### config.mk
export PLATFORM = sky130hd
export DESIGN_NAME = inst_fetch
export DESIGN_NICKNAME = d
export VERILOG_FILES = /design/src/rtl/inst_fetch.sv
export SDC_FILE = /design/constraint.sdc
export NUM_CORES = 1
export LEC_CHECK = 0
export CAP_MARGIN = 20
export CORE_ASPECT_RATIO = 0.7
export CORE_UTILIZATION = 41
export DETAILED_ROUTE_END_ITERATION = 8
export PLACE_DENSITY = 0.8
export SYNTH_ARGS = -nofsm -noshare
export SYNTH_HDL_FRONTEND = slang
export SYNTH_SLANG_ARGS = --single-unit
### constraint.sdc
create_clock -name clk -period 4.1 [get_ports clk]
set_input_delay 0.82 -clock clk [delete_from_list [all_inputs] [get_ports clk]]
set_output_delay 0.82 -clock clk [all_outputs]
set_load 0.1 [all_outputs]
### src/rtl/inst_fetch.sv
// inst_fetch: instruction-fetch stage with IF/ID register and optional 2-bit BHT branch prediction.
// Ports: clk/rst (async active-high); imem_addr/imem_data to a combinational instruction memory;
// stall, id_force_jump/id_next_pc, ex_mispredict/ex_correct_pc redirect and hold controls;
// ex_branch_valid/ex_branch_pc/ex_branch_taken train the BHT; inst/if_pc/if_branch_taken feed decode.
// Macro BRANCH_PREDICT_EN enables the BHT; without it fetch is static not-taken.
module inst_fetch #(
  parameter logic [31:0] RESET_PC = 32'h0000_0000,
  parameter int BHT_BITS = 6
) (
  input  logic        clk,
  input  logic        rst,
  output logic [31:0] imem_addr,
  input  logic [31:0] imem_data,
  input  logic        stall,
  input  logic        id_force_jump,
  input  logic [31:0] id_next_pc,
  input  logic        ex_mispredict,
  input  logic [31:0] ex_correct_pc,
  input  logic        ex_branch_valid,
  input  logic [31:0] ex_branch_pc,
  input  logic        ex_branch_taken,
  output logic [31:0] inst,
  output logic [31:0] if_pc,
  output logic        if_branch_taken
);
  logic [31:0] pc;
  logic [31:0] pred_target;
  logic        pred_taken;
  logic        unused;
  assign imem_addr   = pc;
  assign pred_target = pc + 32'd4 + {{14{imem_data[15]}}, imem_data[15:0], 2'b00};
  assign unused      = ^{imem_data[25:16], ex_branch_pc, ex_branch_valid, ex_branch_taken};
`ifdef BRANCH_PREDICT_EN
  localparam int N = 1 << BHT_BITS;
  logic [1:0]          bht [N];
  logic [BHT_BITS-1:0] fetch_idx;
  logic [BHT_BITS-1:0] upd_idx;
  logic [5:0]          opcode;
  logic                is_cond_branch;
  assign fetch_idx      = pc[BHT_BITS+1:2];
  assign upd_idx        = ex_branch_pc[BHT_BITS+1:2];
  assign opcode         = imem_data[31:26];
  assign is_cond_branch = opcode == 6'd1 || (opcode >= 6'd4 && opcode <= 6'd7);
  // Nonblocking update gives read-before-write for a same-cycle lookup.
  assign pred_taken     = is_cond_branch && bht[fetch_idx][1];
  always_ff @(posedge clk or posedge rst) begin
    if (rst) begin
      for (int i = 0; i < N; i++) bht[i] <= 2'b01;
    end else if (ex_branch_valid) begin
      bht[upd_idx] <= ex_branch_taken ? (bht[upd_idx] == 2'b11 ? 2'b11 : bht[upd_idx] + 2'b01)
                                      : (bht[upd_idx] == 2'b00 ? 2'b00 : bht[upd_idx] - 2'b01);
    end
  end
`else
  assign pred_taken = 1'b0;
`endif
  always_ff @(posedge clk or posedge rst) begin
    if (rst) begin
      pc              <= RESET_PC;
      inst            <= '0;
      if_pc           <= '0;
      if_branch_taken <= 1'b0;
    end else if (ex_mispredict) begin
      pc              <= ex_correct_pc;
      inst            <= '0;
      if_pc           <= '0;
      if_branch_taken <= 1'b0;
    end else if (!stall) begin
      if (id_force_jump) begin
        pc              <= id_next_pc;
        inst            <= '0;
        if_pc           <= '0;
        if_branch_taken <= 1'b0;
      end else begin
        pc              <= pred_taken ? pred_target : pc + 32'd4;
        inst            <= imem_data;
        if_pc           <= pc;
        if_branch_taken <= pred_taken;
      end
    end
  end
endmodule
==> flow_summary.ini <==
[worst_setup_path]
crit_fanout = 8
cp_slowest_cell = clkdlybuf4s50_1
timing.rr.start = imem_addr[2]
regToRegSetupSlack_ns = 1.46
crit_path_end_kind = primary output
rr_worst_depth = 5
cpLargestDelayFamily = buffers and inverters
crit_end = imem_addr[11]
slowest_delay_ns = 1.22
worst-path-buf-inv = 1
r2r-end = imem_addr[28]
path_cells = clkdlybuf4s50_1
startpoint = imem_addr[11]
arrival_ns = 2.17
worstSetupPathType = reg2out
cp.depth = 1
required_ns = 3.28
start_kind = flop

[timing]
slew_headroom_pct = 29.5
fin_hold_ws_ns = 0.487
setup_tns_ns = 0
period_share_pct = 73.0
rsz0062_at_grt = false
final-hold-violation-count = 0
fmax_mhz = 334
tightestPinTransition_ns = 1.05
fin_worst_skew_ns = 0.00717
fin_crit_ns = 2.99
setup_viol = 0
slew_viol_final = 0

[die]
initial_utilization_pct = 42.9
rows = 32
core-area_mm2 = 0.0113
die_h_um = 92.8
die-area_mm2 = 0.0122
ioPinCount = 232
die_w_um = 132

[synthesis]
synth-edff-count = 0
yosysSeqAreaShare_pct = 49.8
ys_ff_latch = 96
synth_flop_cell = dfrtp_1
synthCells = 497
synth.top_cells.by_area = dfrtp_1 (50%), a22o_1 (11%), o21ai_0 (4.5%)
yosysMostFrequentCell = dfrtp_1
synth_cell_types = 51
yosysTopAreaCell = dfrtp_1
synth_commonest_cells = dfrtp_1 (96), a22o_1 (61), nand2_1 (52)
syn-cell-area_mm2 = 0.00483
syn-num-nets = 633
yosys_warnings = 0
syn_avg_cell_area_um2 = 9.71
async_reset_ff_share_pct = 100
yosysTopAreaCellShare_pct = 49.8

[clock_tree]
cts_sinks = 96
cts_hold_buf = 0
clock-root-buffer = clkbuf_16
clock_latency_ns = 0.35
cts-htree-levels = 3
cts_buffers = 9
cts-resized-gates = 0
post_cts_buffers = 0
cts.clk_slew.worst_paths_ns = 0.07
clockBufferDepth = 2
cts_tree = yes

[finish]
drive_above_1_share_pct = 5.02
antenna_cells = 0
final_core_util_pct = 64.1
area_growth_pct = 49.4
fillers = 913
nets = 808

[routing]
drc = 0
drtPass1Iterations = 6
wl_per_cell_um = 19.4
drt.antenna.violating_nets = 0
wirelength_um = 16100
post_drt_via_cell_ratio = 5.89
dr.first_iter.drc_count = 400
vias = 4890

[placed_design]
numPortBuffers = 196
gp_congestion = 0.922
dp_hpwl_um = 11600

[min_path]
hp-class = reg2reg
hp-start = if_pc[12]

[grt]
grt_pass1_wl_um = 25300
grt_pass1_vias = 4632
grt_max_degree = 74
gr-total-overflow = 0
grtUsageTotal_pct = 26.8
antenna_found_initial = 0

[power_and_ir_drop]
leakagePower_nw = 2.95
power_density_mw_per_mm2 = 410
ir_drop_mv = 0.312
p_total_mw = 2.96

[job]
cap_violations = 0

[outcome]
status = finished, final reports clean
routing by layer:
metal	wire length [um]	up-vias	GRT usage, %
li1	-	2261	-
met1	7560	2371	38.5
met2	7200	245	40.8
met3	1190	13	5.75
met4	151	0	6.78
met5	0	-	0
tightest hold or removal path: cells and delay by family, from the launching register on:
family | cells | cell delay [ns]
AOI/OAI and AO/OA | 1 | 0.06
DFF | 1 | 0.34
and+or+nand+nor | 1 | 0.05
worst min-delay path by stage:
stage | end | slack, ns | depth (start not counted)
3_5_place_dp | if_pc[12] | 0.47 | 2
2_1_floorplan | imem_addr[6] | 0.93 | 2
6_report | if_pc[12] | 0.49 | 2
4_1_cts | if_pc[12] | 0.49 | 2
3_3_place_gp | if_pc[12] | 0.47 | 2
5_1_grt | if_pc[12] | 0.51 | 2
layout by cell type (no fill, tap or decap), drive strengths merged, types with 2 or more instances in the layout:
cell type / instances
clkbuf: 10
a221oi: 2
mux2i: 4
o211a: 3
a21oi: 27
nand3: 11
nor3: 16
nand4: 10
o22ai: 10
dfrtp: 96
clkdlybuf4s50: 195
nand2: 52
and4: 6
clkinv: 2
a22o: 61
inv: 12
or4: 4
o2bb2ai: 4
o21ai: 43
a22oi: 4
nand3b: 2
nand2b: 2
nor4: 17
a311oi: 7
buf: 11
o21a: 3
a221o: 2
or3: 3
nor2: 15
o211ai: 8
a31oi: 4
and3: 7
nor2b: 3
o31ai: 3
a211oi: 3
final cells by class:
cell class | instances | area (um2) | area share, %
clock inverter | 6 | 61.3 | 0.850
tap | 153 | 191 | 2.66
inverter | 9 | 36.3 | 0.503
multi-input combinational | 350 | 2230 | 31.0
clock buffer | 10 | 239 | 3.31
sequential | 96 | 2400 | 33.3
timing repair buffer | 206 | 2040 | 28.4
stage by stage:
| stage | setup WS (ns) | cell area, um2 | std cells |
|---|---|---|---|
| finish | 1.11 | 7210 | 830 |
| global route | 1.06 | 7210 | 830 |
| CTS | 1.09 | 7210 | 830 |
| detailed placement | 1.21 | 6910 | 814 |
| global placement | 1.25 | 6910 | 814 |
| floorplan | 0.775 | 4830 | 497 |
power by group:
| group | internal, mW | switching, mW |
|---|---|---|
| clock network | 0.443 | 0.394 |
| logic | 0.286 | 0.715 |
| registers | 1.01 | 0.108 |
| total | 1.74 | 1.22 |
flip-flops by register name, indices dropped and copies added (netlist names):
| signal | count |
|---|---|
| if_pc | 32 |
| imem_addr | 32 |
| inst | 32 |
kinds of logic (layout without fill, tap and decap cells):
family / Yosys count / count (layout) / share of synthesized area, %
AOI/OAI and AO/OA: 193 / 193 / 28.5
adders and majority gates: 1 / 1 / 0.259
buffers and inverters: 51 / 231 / 4.23
DFF: 96 / 96 / 49.8
muxes: 4 / 4 / 0.830
other: 1 / 1 / 0.0777
and+or+nand+nor: 151 / 151 / 16.3
(Power assumes the default switching activity.)
